===== src/rtl/tile_mesh_pkg.sv =====
// ============================================================================
// tile_mesh_pkg : direction, boundary-mode and FSM state encodings for the mesh
// Rev 1.0
// ============================================================================
`default_nettype none

package tile_mesh_pkg;

  typedef enum logic [1:0] {
    DIR_EAST  = 2'd0,
    DIR_WEST  = 2'd1,
    DIR_SOUTH = 2'd2,
    DIR_NORTH = 2'd3
  } dir_e;

  // Code 3 is reserved and behaves as MODE_ZERO.
  typedef enum logic [1:0] {
    MODE_EDGE_IN = 2'd0,
    MODE_WRAP    = 2'd1,
    MODE_ZERO    = 2'd2,
    MODE_RSVD    = 2'd3
  } mode_e;

  typedef enum logic [1:0] {
    ST_IDLE  = 2'd0,
    ST_SHIFT = 2'd1,
    ST_DONE  = 2'd2
  } state_e;

endpackage

`default_nettype wire


===== src/rtl/tile_shift_mesh_if.sv =====
// ============================================================================
// tile_shift_mesh_if : run-control handshake and host load/readback port
// Rev 1.0
// ============================================================================
`default_nettype none

interface tile_shift_mesh_if #(
  parameter int TILE_DIM = 2,
  parameter int DATA_W   = 8,
  parameter int CNT_W    = 8
);
  localparam int AW = $clog2(TILE_DIM);

  logic              start;
  logic [1:0]        dir;
  logic [1:0]        mode;
  logic [CNT_W-1:0]  steps;
  logic              busy;
  logic              done;
  logic              load_en;
  logic [AW-1:0]     load_row;
  logic [AW-1:0]     load_col;
  logic [DATA_W-1:0] load_data;
  logic [AW-1:0]     rd_row;
  logic [AW-1:0]     rd_col;
  logic [DATA_W-1:0] rd_data;

  modport master (
    output start, dir, mode, steps, load_en, load_row, load_col, load_data, rd_row, rd_col,
    input  busy, done, rd_data
  );

  modport slave (
    input  start, dir, mode, steps, load_en, load_row, load_col, load_data, rd_row, rd_col,
    output busy, done, rd_data
  );

endinterface

`default_nettype wire


===== src/rtl/tile_mesh_cell.sv =====
// ============================================================================
// tile_mesh_cell : one mesh register with a direction-selected neighbour mux
// Rev 1.0
// ============================================================================
`default_nettype none

module tile_mesh_cell
  import tile_mesh_pkg::*;
#(
  parameter int DATA_W = 8
) (
  input  logic              clk,
  input  logic              reset,
  input  logic              shift_en_i,
  input  dir_e              dir_i,
  input  logic [DATA_W-1:0] from_w_i,
  input  logic [DATA_W-1:0] from_e_i,
  input  logic [DATA_W-1:0] from_n_i,
  input  logic [DATA_W-1:0] from_s_i,
  input  logic              load_en_i,
  input  logic [DATA_W-1:0] load_data_i,
  output logic [DATA_W-1:0] data_o
);

  logic [DATA_W-1:0] data_q;
  logic [DATA_W-1:0] data_d;
  logic [DATA_W-1:0] w_nbr;

  // Data moves toward dir, so an EAST shift pulls from the western neighbour.
  always_comb begin
    w_nbr = from_s_i;
    case (dir_i)
      DIR_EAST:  w_nbr = from_w_i;
      DIR_WEST:  w_nbr = from_e_i;
      DIR_SOUTH: w_nbr = from_n_i;
      default:   w_nbr = from_s_i;
    endcase
  end

  always_comb begin
    data_d = data_q;
    if (shift_en_i) begin
      data_d = w_nbr;
    end else if (load_en_i) begin
      data_d = load_data_i;
    end
  end

  always_ff @(posedge clk) begin
    if (reset) begin
      data_q <= '0;
    end else begin
      data_q <= data_d;
    end
  end

  assign data_o = data_q;

endmodule

`default_nettype wire


===== src/rtl/tile_shift_mesh.sv =====
// ============================================================================
// tile_shift_mesh : TILE_DIM x TILE_DIM shift fabric with step-counted runs
// Optional: TILE_MESH_STALL_EN adds a stall input that pauses SHIFT.  Rev 1.0
// ============================================================================
`default_nettype none

module tile_shift_mesh
  import tile_mesh_pkg::*;
#(
  parameter int TILE_DIM = 2,
  parameter int DATA_W   = 8,
  parameter int CNT_W    = 8
) (
  input  logic                       clk,
  input  logic                       reset,
`ifdef TILE_MESH_STALL_EN
  input  logic                       stall,
`endif
  tile_shift_mesh_if.slave           bus,
  input  logic [TILE_DIM*DATA_W-1:0] WIN,
  input  logic [TILE_DIM*DATA_W-1:0] EIN,
  input  logic [TILE_DIM*DATA_W-1:0] NIN,
  input  logic [TILE_DIM*DATA_W-1:0] SIN,
  output logic [TILE_DIM*DATA_W-1:0] WOUT,
  output logic [TILE_DIM*DATA_W-1:0] EOUT,
  output logic [TILE_DIM*DATA_W-1:0] NOUT,
  output logic [TILE_DIM*DATA_W-1:0] SOUT
);

  localparam int AW   = $clog2(TILE_DIM);
  localparam int LAST = TILE_DIM - 1;

  state_e            state_q;
  dir_e              dir_q;
  mode_e             mode_q;
  logic [CNT_W-1:0]  cnt_q;
  logic [CNT_W-1:0]  cnt_d;
  logic              busy_q;
  logic              done_q;
  logic [DATA_W-1:0] rd_data_q;

  logic              w_stall;
  logic              w_shift_en;
  logic              w_load_ok;

  logic [DATA_W-1:0] w_cell  [TILE_DIM][TILE_DIM];
  logic [DATA_W-1:0] w_src_w [TILE_DIM];
  logic [DATA_W-1:0] w_src_e [TILE_DIM];
  logic [DATA_W-1:0] w_src_n [TILE_DIM];
  logic [DATA_W-1:0] w_src_s [TILE_DIM];

`ifdef TILE_MESH_STALL_EN
  assign w_stall = stall;
`else
  assign w_stall = 1'b0;
`endif

  assign w_shift_en = (state_q == ST_SHIFT) && !w_stall;
  assign w_load_ok  = bus.load_en && (state_q == ST_IDLE);
  assign cnt_d      = (cnt_q != '0) ? cnt_q - CNT_W'(1) : '0;

  // Boundary sources: the value entering the mesh on the side opposite dir.
  for (genvar i = 0; i < TILE_DIM; i++) begin : g_bnd
    assign w_src_w[i] = (mode_q == MODE_EDGE_IN) ? WIN[i*DATA_W +: DATA_W] :
                        (mode_q == MODE_WRAP)    ? w_cell[i][LAST] : '0;
    assign w_src_e[i] = (mode_q == MODE_EDGE_IN) ? EIN[i*DATA_W +: DATA_W] :
                        (mode_q == MODE_WRAP)    ? w_cell[i][0] : '0;
    assign w_src_n[i] = (mode_q == MODE_EDGE_IN) ? NIN[i*DATA_W +: DATA_W] :
                        (mode_q == MODE_WRAP)    ? w_cell[LAST][i] : '0;
    assign w_src_s[i] = (mode_q == MODE_EDGE_IN) ? SIN[i*DATA_W +: DATA_W] :
                        (mode_q == MODE_WRAP)    ? w_cell[0][i] : '0;

    assign WOUT[i*DATA_W +: DATA_W] = w_cell[i][0];
    assign EOUT[i*DATA_W +: DATA_W] = w_cell[i][LAST];
    assign NOUT[i*DATA_W +: DATA_W] = w_cell[0][i];
    assign SOUT[i*DATA_W +: DATA_W] = w_cell[LAST][i];
  end

  for (genvar r = 0; r < TILE_DIM; r++) begin : g_row
    for (genvar c = 0; c < TILE_DIM; c++) begin : g_col
      logic [DATA_W-1:0] w_from_w;
      logic [DATA_W-1:0] w_from_e;
      logic [DATA_W-1:0] w_from_n;
      logic [DATA_W-1:0] w_from_s;

      if (c == 0) begin : g_w_edge
        assign w_from_w = w_src_w[r];
      end else begin : g_w_int
        assign w_from_w = w_cell[r][c-1];
      end

      if (c == LAST) begin : g_e_edge
        assign w_from_e = w_src_e[r];
      end else begin : g_e_int
        assign w_from_e = w_cell[r][c+1];
      end

      if (r == 0) begin : g_n_edge
        assign w_from_n = w_src_n[c];
      end else begin : g_n_int
        assign w_from_n = w_cell[r-1][c];
      end

      if (r == LAST) begin : g_s_edge
        assign w_from_s = w_src_s[c];
      end else begin : g_s_int
        assign w_from_s = w_cell[r+1][c];
      end

      tile_mesh_cell #(
        .DATA_W (DATA_W)
      ) u_cell (
        .clk         (clk),
        .reset       (reset),
        .shift_en_i  (w_shift_en),
        .dir_i       (dir_q),
        .from_w_i    (w_from_w),
        .from_e_i    (w_from_e),
        .from_n_i    (w_from_n),
        .from_s_i    (w_from_s),
        .load_en_i   (w_load_ok && (bus.load_row == AW'(r)) && (bus.load_col == AW'(c))),
        .load_data_i (bus.load_data),
        .data_o      (w_cell[r][c])
      );
    end
  end

  always_ff @(posedge clk) begin
    if (reset) begin
      state_q <= ST_IDLE;
      dir_q   <= DIR_EAST;
      mode_q  <= MODE_EDGE_IN;
      cnt_q   <= '0;
      busy_q  <= 1'b0;
      done_q  <= 1'b0;
    end else begin
      done_q <= 1'b0;
      case (state_q)
        ST_IDLE: begin
          if (bus.start) begin
            dir_q  <= dir_e'(bus.dir);
            mode_q <= mode_e'(bus.mode);
            cnt_q  <= bus.steps;
            busy_q <= 1'b1;
            if (bus.steps == '0) begin
              state_q <= ST_DONE;
              done_q  <= 1'b1;
            end else begin
              state_q <= ST_SHIFT;
            end
          end
        end
        ST_SHIFT: begin
          if (!w_stall) begin
            cnt_q <= cnt_d;
            if (cnt_q <= CNT_W'(1)) begin
              state_q <= ST_DONE;
              done_q  <= 1'b1;
            end
          end
        end
        ST_DONE: begin
          state_q <= ST_IDLE;
          busy_q  <= 1'b0;
        end
        default: begin
          state_q <= ST_IDLE;
          busy_q  <= 1'b0;
        end
      endcase
    end
  end

  // Read port sees pre-edge contents, so a same-cycle load returns the old value.
  always_ff @(posedge clk) begin
    if (reset) begin
      rd_data_q <= '0;
    end else begin
      rd_data_q <= w_cell[bus.rd_row][bus.rd_col];
    end
  end

  assign bus.busy    = busy_q;
  assign bus.done    = done_q;
  assign bus.rd_data = rd_data_q;

endmodule

`default_nettype wire


===== src/flat_wrapper.sv =====
// flat-port wrapper written by rule: the top's interface ports become plain ports
module tile_shift_mesh_flat import tile_mesh_pkg::*;
#(
  parameter int TILE_DIM = 2,
  parameter int DATA_W   = 8,
  parameter int CNT_W    = 8
)
  (clk, reset, WIN, EIN, NIN, SIN, WOUT, EOUT, NOUT, SOUT, bus_start, bus_dir, bus_mode, bus_steps, bus_load_en, bus_load_row, bus_load_col, bus_load_data, bus_rd_row, bus_rd_col, bus_busy, bus_done, bus_rd_data);
  tile_shift_mesh_if #(.TILE_DIM(TILE_DIM), .DATA_W(DATA_W), .CNT_W(CNT_W)) bus_i ();
  input  logic clk;
  input  logic reset;
  input  logic [TILE_DIM*DATA_W-1:0] WIN;
  input  logic [TILE_DIM*DATA_W-1:0] EIN;
  input  logic [TILE_DIM*DATA_W-1:0] NIN;
  input  logic [TILE_DIM*DATA_W-1:0] SIN;
  output logic [TILE_DIM*DATA_W-1:0] WOUT;
  output logic [TILE_DIM*DATA_W-1:0] EOUT;
  output logic [TILE_DIM*DATA_W-1:0] NOUT;
  output logic [TILE_DIM*DATA_W-1:0] SOUT;
  input wire logic [$bits(bus_i.start)-1:0] bus_start;
  input wire logic [$bits(bus_i.dir)-1:0] bus_dir;
  input wire logic [$bits(bus_i.mode)-1:0] bus_mode;
  input wire logic [$bits(bus_i.steps)-1:0] bus_steps;
  input wire logic [$bits(bus_i.load_en)-1:0] bus_load_en;
  input wire logic [$bits(bus_i.load_row)-1:0] bus_load_row;
  input wire logic [$bits(bus_i.load_col)-1:0] bus_load_col;
  input wire logic [$bits(bus_i.load_data)-1:0] bus_load_data;
  input wire logic [$bits(bus_i.rd_row)-1:0] bus_rd_row;
  input wire logic [$bits(bus_i.rd_col)-1:0] bus_rd_col;
  output wire logic [$bits(bus_i.busy)-1:0] bus_busy;
  output wire logic [$bits(bus_i.done)-1:0] bus_done;
  output wire logic [$bits(bus_i.rd_data)-1:0] bus_rd_data;
  assign bus_i.start = bus_start;
  assign bus_i.dir = bus_dir;
  assign bus_i.mode = bus_mode;
  assign bus_i.steps = bus_steps;
  assign bus_i.load_en = bus_load_en;
  assign bus_i.load_row = bus_load_row;
  assign bus_i.load_col = bus_load_col;
  assign bus_i.load_data = bus_load_data;
  assign bus_i.rd_row = bus_rd_row;
  assign bus_i.rd_col = bus_rd_col;
  assign bus_busy = bus_i.busy;
  assign bus_done = bus_i.done;
  assign bus_rd_data = bus_i.rd_data;
  tile_shift_mesh #(.TILE_DIM(TILE_DIM), .DATA_W(DATA_W), .CNT_W(CNT_W)) u_core (.clk(clk), .reset(reset), .bus(bus_i), .WIN(WIN), .EIN(EIN), .NIN(NIN), .SIN(SIN), .WOUT(WOUT), .EOUT(EOUT), .NOUT(NOUT), .SOUT(SOUT));
endmodule

===== config.mk =====
export PLATFORM = sky130hd
export DESIGN_NAME = tile_shift_mesh_flat
export DESIGN_NICKNAME = d
export VERILOG_FILES = /design/src/rtl/tile_mesh_pkg.sv /design/src/rtl/tile_shift_mesh_if.sv /design/src/rtl/tile_mesh_cell.sv /design/src/rtl/tile_shift_mesh.sv /design/src/flat_wrapper.sv
export SDC_FILE = /design/constraint.sdc
export NUM_CORES = 1
export LEC_CHECK = 0
export ABC_AREA = 1
export BUFFER_PORTS_ARGS = -buffer_cell sky130_fd_sc_hd__buf_2
export CAP_MARGIN = 10
export CORE_MARGIN = 2
export CORE_UTILIZATION = 48
export CTS_BUF_LIST = sky130_fd_sc_hd__clkbuf_8
export DETAILED_ROUTE_END_ITERATION = 10
export PLACE_DENSITY_LB_ADDON = 0.12
export REMOVE_ABC_BUFFERS = 1
export SYNTH_ARGS = -nofsm -noshare
export SYNTH_HDL_FRONTEND = slang
export SYNTH_HIERARCHICAL = 1
export SYNTH_SLANG_ARGS = --single-unit

===== constraint.sdc =====
create_clock -name clk -period 2.1 [get_ports clk]
set_input_delay 0.105 -clock clk [delete_from_list [all_inputs] [get_ports clk]]
set_output_delay 0.105 -clock clk [all_outputs]
set_load 0.02 [all_outputs]

# == Word level (Yosys, flattened, before mapping) ==
# Cells that the tools add are included.
# word_totals
register_bits,56
output_inout_bits,74
word_cells,90
# op_classes
add_sub_neg,1
n_lt_le_gt_ge,3
n_eq_ne,6
mux,43
bitwise,5
n_reduce_logical,21
# op_table
cell,count
$mux 8,25
$pmux 8 s3,4
$mux 16,3
$pmux 8 s2,1
$reduce_bool 2->1,5
$le 8x1->1 const B,1
$logic_not 8->1,1
$reduce_and 2->1,4
$reduce_bool 8->1,1
$sub 8x1->8 const B,1
$logic_and 1x1->1,7
$eq 2x1->1 const B,3
$logic_not 2->1,3
$mux 2,3
$ge 2x2->1 const B,2
$mux 1,4
$not 1->2,2
$pmux 1 s2,2
$pmux 2 s2,1
$not 1->1,3
$eq 2x2->1 const B,1
$ne 2x1->1 const B,1
$ne 2x2->1 const B,1

# == Depth between registers and ports, before layout ==
# depth
depth_word,7
mapped_depth,8
ltp_nobuf,8

# == Cells and area by module ==
# Netlist, hierarchy kept.
# by_module_without_submodules
module,n_inst,cells_each,area_per_inst_um2,seq_area_each_um2
tile_shift_mesh,1,395,2384.8,480.5
tile_mesh_cell,4,100,590.6,160.2

# == Least setup slack after synthesis ==
# OpenSTA, ideal clock, no wires.
# synth_path
path_type,flip-flop to flip-flop
start,register u_core.dir_q[1]
end,register u_core.g_row[1].g_col[0].u_cell.data_q[6]
setup_time_ns,0.120
arrival_time_ns,1.253
t_required_ns,1.980
setup_slack_ns,0.727
path_stages_with_launch,7
path_cell_list,dfxtp_1 > buf_4 > inv_2 > nand3_1 > nand3_1 > nand2_1 > a21oi_1
# synth_via
elab_chain_len,3
elab_cells_between_ends,5
# synth_rtl
element,line_no,text
from (decl),tile_shift_mesh.sv:34,dir_e dir_q;
from (signal assigned),tile_shift_mesh.sv:141,dir_q <= dir_e'(bus.dir);
$eq 2x2->1 (tied with other cells),tile_mesh_cell.sv:32,case (dir_i)
$pmux 8 s3 *,tile_mesh_cell.sv:32,
$mux 8 *,tile_mesh_cell.sv:42,if (shift_en_i) begin
to (signal assigned),tile_mesh_cell.sv:53,data_q <= data_d;
to (decl),tile_mesh_cell.sv:25,logic [DATA_W-1:0] data_q;
# Every way passes the cells marked *; elsewhere a longest branch is shown, timed or not.
# A chain may end at the register's enable or synchronous reset.

# == Final worst setup path ==
# layout_path
start,register u_core.state_q[1]
end,register u_core.g_row[0].g_col[0].u_cell.data_q[5]
# layout_via
elab_chain_len,5
elab_cells_between_ends,7
# layout_rtl
element,line_no,text
from (decl),tile_shift_mesh.sv:33,state_e state_q;
from (signal assigned),tile_shift_mesh.sv:130,state_q <= ST_IDLE;
from (signal assigned),tile_shift_mesh.sv:146,state_q <= ST_DONE;
from (signal assigned),tile_shift_mesh.sv:149,state_q <= ST_SHIFT;
$logic_not 2->1,tile_shift_mesh.sv:59,assign w_load_ok = bus.load_en && (state_q == ST_IDLE);
$logic_and 1x1->1,tile_shift_mesh.sv:59,
$logic_and 1x1->1 (2 in a row),tile_shift_mesh.sv:121,".load_en_i (w_load_ok && (bus.load_row == AW'(r)) && (bus.load_col == AW'(c))),"
$reduce_bool 2->1 (no source line),n/a,
to (signal assigned),tile_mesh_cell.sv:53,
to (decl),tile_mesh_cell.sv:25,
# Parallel ways exist; a longest one is shown, timed or not.

==> impl_results.md <==
- Status: complete, no violations
- Largest net degree at the start of global routing: 74
- Initial core utilization: 49.0%
- DP HPWL: 12100 um
- Crit-path max FO: 9
- Latest clock arrival within the worst-skew pair: 0.31 ns
- IO Count: 166
- CP required: 2.35 ns
- Flop-to-flop setup slack: 0.32 ns
- Syn_area_per_cell: 5.97 um2
- Vias in the first global route: 5265
- Met3 usage: 3.83%
- HP Class: in -> reg
- Routed WL: 16900 um
- Placed inst area: 0.00534 mm2
- LEAKAGE: 2.76 nW
- Final hold slack: 0.0427 ns
- Final total power: 5.20 mW
- Htree depth: 2
- Met1 global-route usage: 41.9%
- Hold-fix buffers, CTS: 0
- Clk pin slew, worst setup/hold paths: 0.10 ns
- Placed cell count: 1034
- Antenna Nets Post-Route: 0
- Die Footprint: 0.0107 mm2
- Post-route clock skew: 0.00250 ns
- Syn Inst Count: 795
- Synthesized cell area: 0.00475 mm2
- Asr flop ratio synth: 0%
- Die extent in x: 103 um
- # setup viols final: 0
- Total CTS buffers: 5
- Port bufs: 165
- GRT overflow: 0
- Final Cell Area: 0.00544 mm2
- Max_slew headroom: 51.9%
- Startpoint Class: register
- Layout cell share with drive strength beyond 1: 22.7%
- Count leader, synth: o21ai_0
- Via/cell ratio: 5.67
- Worst Tran Pin Value: 0.722 ns
- Top cells by count, synth: o21ai_0 (128), inv_1 (121), nor2_1 (93)
- Layout overhead on the synthesized area: 14.5%
- Max-Cap Viols: 0
- Ys Warns: 6
- Final Hold Viols: 0
- Ratio of final minimum period to clock period: 85.0%
- Clock period minus worst slack: 1.78 ns
- First-pass GRT wire length: 25900 um
- Layout Nets: 1003
- CP arrival: 2.03 ns
- Post-synthesis cell type count: 23
- Post-synth top area cell: dfxtp_1
- DRC: 0
- Core Box Area: 0.00968 mm2
- Worst VDD drop: 0.664 mV
- # rows: 36
- Seq/Total Area, Yosys: 23.6%
- Achievable Freq: 560 MHz
- GR peak layer: met2
- Global Route Usage Sum: 31.0%
- DR vias: 5907
- M2 GR Usage: 49.5%
- Diode count: 0
- Area contributors post-synth: dfxtp_1 (24%), o21ai_0 (13%), inv_1 (9.6%)
- Finished Layout Cells: 1041
- Crit path kind: reg -> reg
- 1st-iter DRT viols: 471
- TritonCTS clock tree: built
- Slew Viols, Final: 0
- EDFF count, synth: 0
- Pwr/cell area: 958 mW/mm2
- Drt wl/cell: 16.2 um
- Share of the synthesized area in the top cell type: 23.6%
- Clk root buf: clkbuf_8
- Ys flop type: dfxtp_1
- Chip height: 103 um
- Synth Register Bits: 56
- Antenna violations before repair: 0
- Core Util, Final: 56.1%
- DR pass1 iterations: 5
- Placer's final routability congestion estimate: 0.988
- RSZ-0062 raised after global routing: false
- CP Capture Type: register
- CTS Sinks: 56
- Clk buf depth: 2
-- flip-flops by register name, indices dropped and copies added, names as in the netlist --
name	count
u_core/g_row.g_col.u_cell/data_o	32
u_core/bus.rd_data	8
u_core/cnt_q	8
u_core/dir_q	2
u_core/mode_q	2
u_core/state_q	2
u_core/bus.busy	1
u_core/bus.done	1
-- per-layer routing --
layer	wire length, um	vias up
met5	0	-
met4	480	0
met3	1760	41
met2	7590	377
met1	7060	2654
li1	-	2835
-- through the flow --
| step | worst slack (ns) | TNS [ns] |
|---|---|---|
| after floorplan | -0.108 | -3.46 |
| after global placement | 0.232 | 0 |
| after detailed placement | 0.151 | 0 |
| after CTS | 0.126 | 0 |
| after global routing | 0.139 | 0 |
| final | 0.315 | 0 |
-- worst paths after layout --
path / startpoint / endpoint / cells after the start
worst max-delay path: u_core/state_q[1]$_SDFFE_PP0P_ / u_core/g_row[0].g_col[0].u_cell/data_o[5]$_SDFFE_PP0P_ / 7
worst min-delay path: bus_dir[0] / u_core/dir_q[0]$_SDFFE_PP0P_ / 3
worst max register to register: u_core/state_q[1]$_SDFFE_PP0P_ / u_core/g_row[0].g_col[0].u_cell/data_o[5]$_SDFFE_PP0P_ / 7
worst min register to register: u_core/bus.busy$_SDFFE_PP0P_ / u_core/bus.busy$_SDFFE_PP0P_ / 2
-- where the power goes --
part / total [mW] / switching [mW] / internal [mW]
combinational: 2.88 / 1.95 / 0.929
clock: 0.653 / 0.358 / 0.295
sequential: 1.67 / 0.370 / 1.30
total: 5.20 / 2.68 / 2.52
-- cells by family (layout without fill, tap and decap cells) --
group                    after synthesis  in the layout  share of synthesized area (%)
AND/OR/NAND/NOR                      270            270                           24.6
AO/OA/AOI/OAI                        264            264                           29.5
buffers and inverters                199            312                           20.9
flip-flops                            56             56                           23.6
adder cells (fa/ha/maj)                3              3                          0.791
XOR/XNOR                               3              3                          0.554
-- cell usage in the layout, fill, tap and decap left out --
master and instances:
o21ai_1 6, dfxtp_2 2, nor2_4 6, xnor2_1 2
or2_4 1, buf_12 2, nand2_1 91, buf_4 7
inv_2 10, nor2_1 93, nand3b_1 1, o22ai_1 64
nand3_1 71, buf_2 165, o21ai_0 128, nand2_2 6
inv_1 121, clkbuf_8 7, xor2_1 1, a21oi_1 66
nand4_1 1, ha_1 3, dfxtp_1 54
-- final cells by class --
cell class | instances | area (um2)
multi-input combinational | 540 | 2640
fill | 993 | 4250
timing repair buffer | 174 | 918
sequential | 56 | 1120
clock buffer | 7 | 96.3
inverter | 131 | 492
tap | 133 | 166
-- what timing repair did --
action,CTS,global route
setup endpoints to repair,0,32
buffers inserted,0,0
resized for setup,0,1
-- worst max-delay path: stages (launching register included) --
cell and delay [ns]:
dfxtp_1 0.36, nor2_1 0.30, nand3b_1 0.16, nor2_1 0.12
inv_1 0.16, nand2_1 0.34, o21ai_0 0.15, a21oi_1 0.13
(Power assumes the default switching activity.)
